$ cat config.mk
export PLATFORM = sky130hd
export DESIGN_NAME = gate_truth_table_sequencer
export DESIGN_NICKNAME = d
export VERILOG_FILES = /design/src/rtl/gate_truth_table_sequencer.sv
export SDC_FILE = /design/constraint.sdc
export NUM_CORES = 1
export LEC_CHECK = 0
export CORE_MARGIN = 10
export CORE_UTILIZATION = 49
export DETAILED_ROUTE_END_ITERATION = 10
export HOLD_SLACK_MARGIN = 0.06
export PLACE_DENSITY = 0.9
export SETUP_SLACK_MARGIN = 0.15
export SLEW_MARGIN = 20
export SYNTH_ARGS = -nofsm -noshare
export SYNTH_HDL_FRONTEND = slang
export SYNTH_SLANG_ARGS = --single-unit
$ cat constraint.sdc
create_clock -name clk -period 3 [get_ports clk]
set_input_delay 0.45 -clock clk [delete_from_list [all_inputs] [get_ports clk]]
set_output_delay 0.45 -clock clk [all_outputs]
set_load 0.005 [all_outputs]
$ cat src/rtl/gate_truth_table_sequencer.sv
// Gate truth-table sequencer: drives the four operand vectors into an
// 8-function gate unit, captures each result and compares it against the
// known-good truth table. All outputs are registered.
module gate_truth_table_sequencer #(
    parameter int unsigned SETTLE_CYCLES = 1  // legal range 1..15
) (
    input  logic        clk,
    input  logic        rst_n,
    input  logic        start,
    input  logic        abort,
    input  logic [7:0]  gate_res,
    output logic        gate_a,
    output logic        gate_b,
    output logic        busy,
    output logic        done,
    output logic        pass,
    output logic [3:0]  fail_mask,
    output logic [31:0] table_out
);

    localparam logic [1:0] StIdle   = 2'd0;
    localparam logic [1:0] StDrive  = 2'd1;
    localparam logic [1:0] StSample = 2'd2;
    localparam logic [1:0] StDone   = 2'd3;

    // Expected results, vector v in bits [8v+7:8v]
    localparam logic [31:0] ExpTable   = 32'h835A56BC;
    localparam logic [3:0]  SettleLast = 4'(SETTLE_CYCLES - 1);

    logic [1:0]  state_q, state_d;
    logic [1:0]  vec_q, vec_d;
    logic [3:0]  cnt_q, cnt_d;
    logic        gate_a_d, gate_b_d;
    logic        busy_d, done_d, pass_d;
    logic [3:0]  fail_mask_d;
    logic [31:0] table_out_d;
    logic [4:0]  lane;

    assign lane = {vec_q, 3'b000};

    // Next-state, capture/compare and registered-output decode
    always_comb begin
        state_d     = state_q;
        vec_d       = vec_q;
        cnt_d       = cnt_q;
        done_d      = 1'b0;
        pass_d      = pass;
        fail_mask_d = fail_mask;
        table_out_d = table_out;

        case (state_q)
            StIdle: begin
                // abort beats start
                if (start && !abort) begin
                    state_d     = StDrive;
                    vec_d       = 2'd0;
                    cnt_d       = 4'd0;
                    fail_mask_d = 4'b0;
                    table_out_d = 32'b0;
                    pass_d      = 1'b0;
                end
            end
            StDrive: begin
                if (abort) begin
                    state_d = StIdle;
                    vec_d   = 2'd0;
                    cnt_d   = 4'd0;
                    pass_d  = 1'b0;
                end else if (cnt_q == SettleLast) begin
                    state_d = StSample;
                end else begin
                    cnt_d = cnt_q + 4'd1;
                end
            end
            StSample: begin
                // Capture happens even when aborting so partial results survive
                table_out_d[lane +: 8] = gate_res;
                if (gate_res != ExpTable[lane +: 8]) begin
                    fail_mask_d[vec_q] = 1'b1;
                end
                if (abort) begin
                    state_d = StIdle;
                    vec_d   = 2'd0;
                    cnt_d   = 4'd0;
                    pass_d  = 1'b0;
                end else if (vec_q == 2'd3) begin
                    state_d = StDone;
                    vec_d   = 2'd0;
                    cnt_d   = 4'd0;
                    done_d  = 1'b1;
                    pass_d  = (fail_mask_d == 4'b0);
                end else begin
                    state_d = StDrive;
                    vec_d   = vec_q + 2'd1;
                    cnt_d   = 4'd0;
                end
            end
            default: begin
                // StDone: abort has no effect here
                state_d = StIdle;
            end
        endcase

        busy_d   = (state_d == StDrive) || (state_d == StSample);
        gate_a_d = busy_d & vec_d[1];
        gate_b_d = busy_d & vec_d[0];
    end

    // State and registered outputs, asynchronously cleared
    always_ff @(posedge clk or negedge rst_n) begin
        if (!rst_n) begin
            state_q   <= StIdle;
            vec_q     <= 2'd0;
            cnt_q     <= 4'd0;
            gate_a    <= 1'b0;
            gate_b    <= 1'b0;
            busy      <= 1'b0;
            done      <= 1'b0;
            pass      <= 1'b0;
            fail_mask <= 4'b0;
            table_out <= 32'b0;
        end else begin
            state_q   <= state_d;
            vec_q     <= vec_d;
            cnt_q     <= cnt_d;
            gate_a    <= gate_a_d;
            gate_b    <= gate_b_d;
            busy      <= busy_d;
            done      <= done_d;
            pass      <= pass_d;
            fail_mask <= fail_mask_d;
            table_out <= table_out_d;
        end
    end

endmodule

* After elaboration in Yosys (flattened, before gate mapping) *
Cells that the tools add are included.

storage, ports and cells
  memory bits (read-only) = 0
  latch bits = 0
  flip-flop bits (word level) = 49
  RAM bits = 0
  bits of input ports = 12
  logic and storage cells = 74
  memories = 0
  output and inout port bits = 41

operators by class
  equality and inequality tests = 10
  div/mod/pow operators = 0
  reductions and logical operators = 12
  magnitude comparators = 2
  shifts and indexed selects = 3
  $mul = 0
  $add $sub $neg = 3
  bitwise logic cells = 3
  multiplexer cells = 31

operators with widths
  operator                                                    number
  one-hot mux 32 bit (2 select lines)                         1
  bitwise mux 32 bit                                          1
  2-to-1 mux 32 bit                                           1
  variable shift 8 x 7 -> 32 bit (first input constant)       1
  indexed part select 32 x 6 -> 8 bit (first input constant)  1
  indexed part select 8 x 7 -> 32 bit                         1
  2-to-1 mux 4 bit                                            5
  2-to-1 mux 2 bit                                            9
  one-hot mux 2 bit (3 select lines)                          2
  one-hot mux 4 bit (3 select lines)                          1
  zero test 4 bit                                             2
  2-to-1 mux 1 bit                                            8
  != test 8 bit                                               1
  one-hot mux 4 bit (2 select lines)                          1
  negation 5 -> 7 bit                                         1
  == test 2 bit (second input constant)                       3
  != test 3 bit (second input constant)                       2
  adder 4 x 1 -> 4 bit (second input constant)                1
  == test 2 x 1 -> 1 bit (second input constant)              2
  != test 2 bit (second input constant)                       2
  OR 4 bit                                                    1
  AND reduction 4 bit                                         1
  < comparator 2 x 3 -> 1 bit (second input constant)         1
  one-hot mux 1 bit (3 select lines)                          1
  other kinds (12)                                            14

* Longest topological paths before layout *
Gate-level depths: netlist of the first run.

  word-level depth = 11
  gate-level depth with buffers = 8
  gate-level depth less buffers = 7

* Least setup slack after synthesis of the first run *
No wires, ideal clock.

  kind = reg2reg
  start = register vec_q[0]
  end = register fail_mask[0]
  arrival time = 2.044 ns
  path slack = 0.835 ns
  cell stages (with the launch flop) = 9
  required time = 2.878 ns
  path buffers = 1
  setup time = 0.122 ns
  period minus slack after synthesis = 2.165 ns
  cell sequence = dfrtp_1 buf_2 inv_1 ha_1 inv_1 ha_1 nor3b_1 nand4_1 a32o_1

on the way
  longest elaborated chain between the ends = 8
  elaborated cells between the ends (all ways) = 11
  those cells by class = order compare (2); eq/ne (1); shift (1); mux (5); bitwise (1); reduce/logical (1)

RTL lines
  what                                                                                         RTL line  text
  from (decl)                                                                                  31        logic [1:0] vec_q, vec_d;
  from (signal assigned)                                                                       124       vec_q <= vec_d;
  parallel branches: the longest is 5 deep, another holds indexed part select 32 x 6 -> 8 bit  -
  2-to-1 mux 4 bit (*)                                                                         78        if (gate_res != ExpTable[lane +: 8]) begin
  2-to-1 mux 4 bit (*)                                                                         51        case (state_q)
  one-hot mux 4 bit (2 select lines) (*)                                                       51
  to (signal assigned)                                                                         131       fail_mask <= fail_mask_d;
  to (decl)                                                                                    17        output logic [3:0] fail_mask,

Mark *: on every way between the ends. The select of a mux whose other input is x is not followed.
A chain may end at the register's enable or synchronous reset.

* Worst setup path in the final report of the first run *
Ends and elaborated chain as after synthesis.

==> results of run 1 <==
-- routing by layer --
metal,global-route usage,part of all wire,up-vias
li1,-,-,792
met4,0.0493,0.016,0
met5,0,0,-
met1,0.185,0.44,836
met2,0.224,0.47,44
met3,0.0474,0.070,4
-- layout by cell type, fill, tap and decap left out, drive strengths merged, types with 3 or more instances in the layout --
master | netlist | final
dfrtp | 49 | 49
o21ai | 4 | 4
a32o | 9 | 9
clkbuf | 1 | 6
nand2 | 12 | 12
inv | 8 | 8
a21o | 4 | 4
clkdlybuf4s50 | 0 | 51
nor3 | 3 | 3
nor2b | 3 | 3
nand2b | 3 | 3
nor2 | 6 | 6
a22o | 28 | 28
or3b | 4 | 4
ha | 11 | 11
-- area by class of cell --
cell class	instances	area share
sequential	49	0.428
inverter	8	0.0105
timing repair buffer	52	0.181
clock buffer	6	0.0253
multi-input combinational	118	0.329
tap	52	0.0227
clock inverter	2	0.00350
-- worst register-to-register path, delay by kind of cell (launching register included) --
family                   cells  cell delay (ps)
AO/OA/AOI/OAI                1              330
adder cells (fa/ha/maj)      2              610
flip-flops                   1              610
buffers and inverters        2              340
AND/OR/NAND/NOR              2              440
-- state kept, by name (all words and copies together), names as in the netlist --
signal,count
table_out,32
state_q,2
fail_mask,4
busy,1
gate_a,1
cnt_q,4
pass,1
done,1
vec_q,2
gate_b,1
-- cell families (layout without fill, tap and decap cells) --
group,Yosys count,in the layout,share of synthesized area
compound gates,59,59,0.221
buf+inv,14,68,0.0319
xor+xnor,1,1,0.00391
simple gates,47,47,0.134
fa+ha+maj,11,11,0.0615
flops,49,49,0.548
-- path summary, 6_finish.rpt --
check / depth (start not counted) / to / startpoint
worst max-delay path: 7 / fail_mask[0] / vec_q[0]
worst min-delay path: 1 / done / rst_n
worst max register to register: 7 / fail_mask[0] / vec_q[0]
worst min register to register: 1 / table_out[25] / table_out[25]
max in group asynchronous: 1 / table_out[21] / rst_n
min in group clk: 1 / table_out[25] / table_out[25]
-- power by group through the flow --
stage          Sequential (mW)  Clock [mW]  Combinational, mW
2_1_floorplan            0.710           0             0.0832
6_report                 0.705       0.367              0.169
3_5_place_dp             0.719           0              0.171
4_1_cts                  0.705       0.378              0.171
5_1_grt                  0.709       0.406              0.187
3_3_place_gp             0.716           0              0.166
-- metrics by stage --
stage          power (mW)  hold WS [ps]
2_1_floorplan       0.793           154
5_1_grt              1.30           206
4_1_cts              1.25           377
6_report             1.24           149
3_3_place_gp        0.882           483
3_5_place_dp        0.890           484
==> impl_metrics.py, run 1 <==
metrics = {
    "global_routing": {
        "grt_pass1_wl_mm": 8.80,
        "overflow": 0,
        "antenna_found_initial": 0,
        "grt_util_all_layers": 0.144,
        "grt_max_degree": 50,
        "grt_pass1_vias": 1710,
    },
    "yosys": {
        "ys_warn_count": 0,
        "ys_ff_latch": 49,
        "synth_area_leaders": "dfrtp_1, a22o_1, ha_1, a32o_1, nand2_1",
        "yosysMostFrequentCell": "dfrtp_1",
        "synth_commonest_cells": "dfrtp_1, a22o_1, nand2_1",
        "syn_area_um2": 2240,
        "synth_top_area_frac": 0.548,
        "synth_edf_count": 0,
        "yosysSeqAreaShare": 0.548,
        "synth-async-reset-ratio": 1.00,
        "ys_types": 44,
        "synthFlopType": "dfrtp_1",
        "syn_inst": 181,
        "synth_nets": 204,
        "yosysTopAreaCell": "dfrtp_1",
        "syn_avg_cell_area_um2": 12.4,
    },
    "timing": {
        "worst_pin_slew_ps": 601,
        "rsz0062_at_grt": "false",
        "min_period_over_period": 0.807,
        "setup_viol": 0,
        "skew_ps": 4.64,
        "slew_violations": 0,
        "fin_tns_setup_ps": 0,
        "max_freq_mhz": 413,
        "min_period_ps": 2420,
        "layout_setup_ws_ps": 579,
        "maxSlewHeadroom": 0.599,
        "hold_viol": 0,
    },
    "clock_tree": {
        "htree_levels": 2,
        "hold_buffers": 0,
        "clk_pin_slew_ps": 80,
        "cts_tree": "built",
        "clk_path_buf_depth": 2,
        "clkSinkCount": 49,
        "insertion_delay_ps": 290,
        "cts_setup_buffers": 0,
        "cts_root_buf": "clkbuf_8",
        "postCtsResizedCells": 0,
        "numCtsBuffers": 5,
    },
    "drt": {
        "first_pass_iters": 4,
        "num_vias": 1676,
        "remaining_drc_errors": 0,
        "ant_nets": 0,
        "routed_wire_length_per_instance_um": 18.8,
        "drtIter0Drc": 129,
        "vias_per_cell": 5.84,
        "routed_wl_mm": 5.39,
    },
    "placed_design": {
        "gp_congestion": 0.897,
        "dpl_cell_area_um2": 2780,
        "dp_cells": 279,
        "dp_hpwl_mm": 4.05,
        "dp_slack_ps": 596,
        "port_buffers": 52,
    },
    "setup_path": {
        "cpMaxStageDelayCell": "dfrtp_1",
        "cpLargestDelayFamily": "flip-flops",
        "crit_type": "reg -> reg",
        "r2r_setup_slack_ps": 580,
        "crit_chain": "inv_1, ha_1, inv_1, ha_1, nor3b_1, nand4_1, a32o_1",
        "critPathRequiredTime_ps": 3180,
        "path_buf_inv": 2,
        "crit_path_end_kind": "register",
        "cp_data_arrival_time_ps": 2610,
        "cp_max_fo": 10,
        "max_stage_delay_ps": 610,
        "cp-start-kind": "register",
    },
    "die": {
        "core_region_area_um2": 4380,
        "die-area_um2": 7670,
        "initial_core_util": 0.511,
        "ios": 53,
        "dieWidth_um": 87.6,
        "die_y_um": 87.6,
        "core.rowCount": 24,
    },
    "layout": {
        "finish.utilization": 0.653,
        "syn2layout_area_growth_pct": 27.9,
        "insertedDiodeCount": 0,
        "instances_no_fill": 287,
        "fin_area_um2": 2860,
        "drive_above_1_share": 0.0681,
        "n_fill_cell": 333,
        "final_nets": 257,
        "multi_input_area_um2": 941,
        "regArea_um2": 1230,
    },
    "run": {
        "drv_cap": 0,
    },
    "power": {
        "switching_power_mw": 0.311,
        "p_leak_nw": 1.26,
        "p_seq_frac": 0.568,
        "p_comb_frac": 0.136,
        "vdd_ir_drop_max_uv": 324,
        "clockPowerShare": 0.296,
        "power.density_nw_per_um2": 433,
        "p_int_mw": 0.930,
        "p_sw_frac": 0.250,
    },
    "worst_hold_path": {
        "holdCritPathClass": "in -> async",
    },
    "run_status": {
        "status": "finished clean",
    },
}
(Power assumes the default switching activity.)
==> inputs of run 2 (changes only) <==
--- a/config.mk
+++ b/config.mk
@@ -6,10 +6,10 @@
 export NUM_CORES = 1
 export LEC_CHECK = 0
 export CORE_MARGIN = 10
-export CORE_UTILIZATION = 49
+export CORE_UTILIZATION = 44
 export DETAILED_ROUTE_END_ITERATION = 10
 export HOLD_SLACK_MARGIN = 0.06
-export PLACE_DENSITY = 0.9
+export PLACE_DENSITY = 0.86
 export SETUP_SLACK_MARGIN = 0.15
 export SLEW_MARGIN = 20
 export SYNTH_ARGS = -nofsm -noshare
==> constraint.sdc (replaced) <==
create_clock -name clk -period 2.1 [get_ports clk]
set_input_delay 0.315 -clock clk [delete_from_list [all_inputs] [get_ports clk]]
set_output_delay 0.315 -clock clk [all_outputs]
set_load 0.005 [all_outputs]
==> run 2 against run 1 <==
  * Largest cell class unchanged
  * Count of clock-buffer cells in the layout fell by 1
  * Design area rose by 6.2%
  * Sequential share of layout area fell by 2.5 points
  * Routed wire length rose by 13%
  * Setup slack got worse by 360 ps
  * Via count rose by 7.0%
  * Maximum frequency rose by 28%
  * Critical endpoint is now fail_mask[2]
  * Hold slack improved by 360 ps
==> impl_metrics.py, run 2 (synthesized netlist as in run 1, its figures left out) <==
metrics = {
    "run_status": {
        "status": "finished clean",
    },
    "placed_design": {
        "dp_cells": 306,
        "gp_congestion": 0.935,
        "dp_hpwl_mm": 4.53,
        "port_buffers": 52,
    },
    "timing": {
        "rsz0062_at_grt": "false",
        "slew_violations": 0,
        "max_freq_mhz": 531,
        "maxSlewHeadroom": 0.611,
        "fin_tns_setup_ps": 0,
        "hold_ws_ps": 509,
        "worst_pin_slew_ps": 584,
        "skew_ps": 10.3,
        "min_period_over_period": 0.898,
        "setup_viol": 0,
        "hold_viol": 0,
        "min_period_ps": 1880,
    },
    "clock_tree": {
        "clk_path_buf_depth": 2,
        "cts_root_buf": "clkbuf_8",
        "clkSinkCount": 49,
        "clk_pin_slew_ps": 80,
        "htree_levels": 2,
        "cts_tree": "built",
        "insertion_delay_ps": 310,
        "numCtsBuffers": 5,
    },
    "setup_path": {
        "critPathRequiredTime_ps": 2300,
        "cp-start-kind": "register",
        "cpLargestDelayFamily": "adder cells",
        "crit_type": "reg -> reg",
        "max_stage_delay_ps": 400,
        "path_buf_inv": 2,
        "cp_data_arrival_time_ps": 2080,
        "cpMaxStageDelayCell": "dfrtp_1",
        "crit_path_end_kind": "register",
        "cp_max_fo": 5,
        "crit_chain": "inv_2, ha_4, inv_1, ha_1, nor3b_2, nand4_1, a32o_1",
    },
    "layout": {
        "instances_no_fill": 317,
        "largest-register": "table_out",
        "layout_common_cells": "clkdlybuf4s50_1, dfrtp_1, a22o_1, buf_4, nand2_1",
        "layout_commonest_cell": "clkdlybuf4s50_1",
        "final_nets": 272,
        "insertedDiodeCount": 0,
        "syn2layout_area_growth_pct": 35.8,
        "top_regs": "table_out (32), cnt_q (4), fail_mask (4)",
        "drive_above_1_share": 0.144,
        "largest_reg_flops": 32,
    },
    "die": {
        "die-area_um2": 8340,
        "core_region_area_um2": 4820,
        "ios": 53,
        "initial_core_util": 0.465,
        "die_y_um": 91.3,
        "dieWidth_um": 91.3,
        "core.rowCount": 25,
    },
    "power": {
        "p_comb_frac": 0.156,
        "p_int_mw": 1.35,
        "power.density_nw_per_um2": 604,
        "p_seq_frac": 0.545,
        "switching_power_mw": 0.484,
        "clockPowerShare": 0.298,
        "p_leak_nw": 1.34,
        "vdd_ir_drop_max_uv": 325,
        "p_sw_frac": 0.264,
    },
    "global_routing": {
        "grt_pass1_wl_mm": 9.89,
        "antenna_found_initial": 0,
        "grt_pass1_vias": 1856,
        "overflow": 0,
        "grt_max_degree": 26,
        "grt_util_all_layers": 0.146,
    },
    "drt": {
        "vias_per_cell": 5.66,
        "ant_nets": 0,
        "remaining_drc_errors": 0,
        "routed_wire_length_per_instance_um": 19.2,
        "routed_wl_mm": 6.09,
        "num_vias": 1793,
        "first_pass_iters": 4,
        "drtIter0Drc": 158,
    },
    "worst_hold_path": {
        "holdCritPathClass": "reg -> reg",
    },
    "run": {
        "drv_cap": 0,
    },
}
[run 2: final cells by class]
class	count	area, µm²
flip-flops and latches	49	1230
inverters	8	30.0
fillers	399	1780
clock buffers	5	68.8
clock inverters	3	17.5
multi-input cells	118	971
well taps	67	83.8
repair buffers	67	643
[run 2: path summary, 6_finish.rpt]
kind	start	to	slack (ps)	cells after the start
worst min register to register	table_out[13]	table_out[13]	510	1
max in group asynchronous	rst_n	table_out[23]	1040	3
min in group asynchronous	rst_n	vec_q[1]	530	2
worst min-delay path	table_out[13]	table_out[13]	510	1
worst max-delay path	vec_q[0]	fail_mask[2]	220	7
worst max register to register	vec_q[0]	fail_mask[2]	220	7
[run 2: routing by layer]
metal / wire [µm] / up-vias / GRT usage / part of all wire
met1: 2750 / 912 / 0.194 / 0.45
met5: 0 / - / 0 / 0
met4: 91 / 0 / 0.0548 / 0.015
met2: 2820 / 59 / 0.217 / 0.46
li1: - / 815 / - / -
met3: 429 / 7 / 0.0477 / 0.070
[run 2: what timing repair did]
item                       CTS  global route
setup buffers                0             2
hold endpoints to repair    24             0
gates resized for setup      0             3
setup endpoints to repair    0             5
hold buffers                 1             0
[run 2: power by group through the flow]
stage	logic (mW)	registers (mW)	clock network, mW
after floorplan	0.125	1.01	0
after global placement	0.270	1.02	0
after detailed placement	0.277	1.02	0
after CTS	0.281	1.00	0.555
after global routing	0.313	1.00	0.597
final	0.287	1.00	0.548
[run 2: stage by stage]
| stage | cell area, µm² | utilization | worst slack, ps | total power, mW |
|---|---|---|---|---|
| after floorplan | 2250 | - | 155 | 1.14 |
| after global placement | 2910 | 0.604 | 129 | 1.29 |
| after detailed placement | 2910 | 0.604 | 81.8 | 1.30 |
| after CTS | 3010 | 0.624 | 153 | 1.84 |
| after global routing | 3040 | 0.631 | 151 | 1.92 |
| final | 3040 | 0.631 | 215 | 1.84 |
==> inputs of run 3 (changes only) <==
--- a/config.mk
+++ b/config.mk
@@ -8,6 +8,7 @@
 export CORE_MARGIN = 10
 export CORE_UTILIZATION = 44
 export DETAILED_ROUTE_END_ITERATION = 10
+export GPL_TIMING_DRIVEN = 0
 export HOLD_SLACK_MARGIN = 0.06
 export PLACE_DENSITY = 0.86
 export SETUP_SLACK_MARGIN = 0.15
==> run 3 against run 2 <==
  * Hold slack about the same
  * Total power up 1.0%
  * Die area unchanged
  * Via count down 1.6%
  * Register-to-register slack worse by 60 ps
  * Critical path type unchanged
  * Global-route usage down 0.74 points
  * Sequential power about the same
  * Design area up 0.86%
  * Non-clock buffer count down 1
  * Combinational power up 4%
  * Critical path depth up 1
  * Utilization up 0.55 points
  * Largest cell class unchanged
==> impl_metrics.py, run 3 (synthesized netlist as in run 1, its figures left out) <==
metrics = {
    "layout": {
        "drive_above_1_share": 0.141,
        "layout_common_cells": "clkdlybuf4s50_1, dfrtp_1, a22o_1, nand2_1, a32o_1",
        "layout_commonest_cell": "clkdlybuf4s50_1",
        "regArea_um2": 1230,
        "largest-register": "table_out",
        "n_fill_cell": 391,
        "multi_input_area_um2": 993,
        "insertedDiodeCount": 0,
        "largest_reg_flops": 32,
        "syn2layout_area_growth_pct": 37.0,
        "top_regs": "table_out (32), cnt_q (4), fail_mask (4)",
        "final_nets": 271,
        "fin_area_um2": 3070,
    },
    "timing": {
        "min_period_ps": 1940,
        "slew_violations": 0,
        "setup_viol": 0,
        "max_freq_mhz": 515,
        "fin_tns_setup_ps": 0,
        "rsz0062_at_grt": "true",
        "hold_viol": 0,
        "hold_ws_ps": 508,
        "maxSlewHeadroom": 0.633,
        "skew_ps": 9.67,
        "min_period_over_period": 0.924,
        "worst_pin_slew_ps": 551,
    },
    "power": {
        "clockPowerShare": 0.302,
        "switching_power_mw": 0.463,
        "power.density_nw_per_um2": 605,
        "p_comb_frac": 0.161,
        "vdd_ir_drop_max_uv": 459,
        "p_leak_nw": 1.34,
        "p_int_mw": 1.39,
        "p_sw_frac": 0.249,
        "p_seq_frac": 0.537,
    },
    "placed_design": {
        "dp_hpwl_mm": 4.15,
        "dpl_cell_area_um2": 2870,
        "port_buffers": 52,
        "gp_congestion": 0.867,
    },
    "drt": {
        "first_pass_iters": 4,
        "remaining_drc_errors": 0,
        "ant_nets": 0,
        "routed_wl_mm": 5.75,
        "vias_per_cell": 5.60,
        "drtIter0Drc": 143,
        "routed_wire_length_per_instance_um": 18.2,
        "num_vias": 1765,
    },
    "setup_path": {
        "cpMaxStageDelayCell": "dfrtp_1",
        "crit_chain": "buf_6, inv_4, ha_4, inv_6, ha_4, nor3b_4, nand4_1, a32o_1",
        "cpLargestDelayFamily": "simple AND/OR/NAND/NOR gates",
        "rr_startpoint": "vec_q[0]",
        "crit_path_end_kind": "register",
        "r2r_setup_slack_ps": 160,
        "critPathRequiredTime_ps": 2290,
        "crit_path_start": "vec_q[0]",
        "cpMostUsedCell": "ha_4",
        "cp_data_arrival_time_ps": 2130,
        "cp-start-kind": "register",
        "path_buf_inv": 3,
        "crit_type": "reg -> reg",
        "max_stage_delay_ps": 400,
        "cp_max_fo": 5,
    },
    "die": {
        "ios": 53,
        "die-area_um2": 8340,
        "core_region_area_um2": 4820,
        "core.rowCount": 25,
        "dieWidth_um": 91.3,
        "initial_core_util": 0.465,
        "die_y_um": 91.3,
    },
    "global_routing": {
        "grt_pass1_wl_mm": 9.40,
        "grt_pass1_vias": 1832,
        "grt_max_degree": 27,
        "overflow": 0,
        "antenna_found_initial": 0,
        "grt_util_all_layers": 0.139,
    },
    "clock_tree": {
        "numCtsBuffers": 5,
        "cts_root_buf": "clkbuf_8",
        "insertion_delay_ps": 300,
        "htree_levels": 2,
        "cts_tree": "built",
        "clk_path_buf_depth": 2,
        "clk_pin_slew_ps": 90,
        "clkSinkCount": 49,
    },
    "run_status": {
        "status": "finished clean",
    },
    "worst_hold_path": {
        "holdCritPathClass": "reg -> reg",
        "hold_start": "table_out[29]",
    },
    "run": {
        "drv_cap": 0,
    },
}
[run 3: cell types whose count changed in the layout (fill, tap and decap cells not counted), sizes merged]
cell,change
clkinvlp,-1
clkbuf,+3
clkinv,-2
buf,-2
[run 3: worst paths after layout]
path                                      end  cells after the start
min in group asynchronous       table_out[10]                      2
max in group asynchronous            vec_q[1]                      3
worst min-delay path            table_out[29]                      1
worst min register to register  table_out[29]                      1
worst max register to register   fail_mask[3]                      8
worst max-delay path             fail_mask[3]                      8
[run 3: area by class of cell]
class / count / share of cell area
clock buffer: 7 / 0.0282
tap: 67 / 0.0273
timing repair buffer: 60 / 0.193
buffer: 6 / 0.0155
multi-input combinational: 118 / 0.324
inverter: 8 / 0.0122
sequential: 49 / 0.400
[run 3: power groups by stage]
stage | registers, mW | clock network (mW) | logic, mW
floorplan | 1.01 | 0 | 0.125
global route | 1.00 | 0.594 | 0.325
global placement | 1.01 | 0 | 0.262
finish | 0.996 | 0.560 | 0.299
detailed placement | 1.02 | 0 | 0.269
CTS | 0.996 | 0.561 | 0.279
[run 3: per-stage QoR]
| stage | setup WS (ps) | utilization | power (mW) | std cells |
|---|---|---|---|---|
| finish | 159 | 0.637 | 1.85 | 315 |
| global route | 74.4 | 0.637 | 1.92 | 315 |
| CTS | 153 | 0.622 | 1.84 | 311 |
| detailed placement | -89.8 | 0.596 | 1.28 | 301 |
| global placement | -572 | 0.593 | 1.28 | 300 |
| floorplan | 155 | - | 1.14 | 181 |
[run 3: what timing repair did]
action,4_1_cts,5_1_grt
hold buffers,1,0
buffers inserted,2,4
endpoints found under the setup margin,5,10
resized for setup,4,7
pin swaps,5,5
endpoints found under the hold margin,23,0
[run 3: routing by layer]
metal,GRT usage,vias to the layer above,wire length (µm)
met3,0.0551,7,384
met2,0.206,55,2660
met4,0.0705,0,119
li1,-,815,-
met5,0,-,0
met1,0.171,888,2580
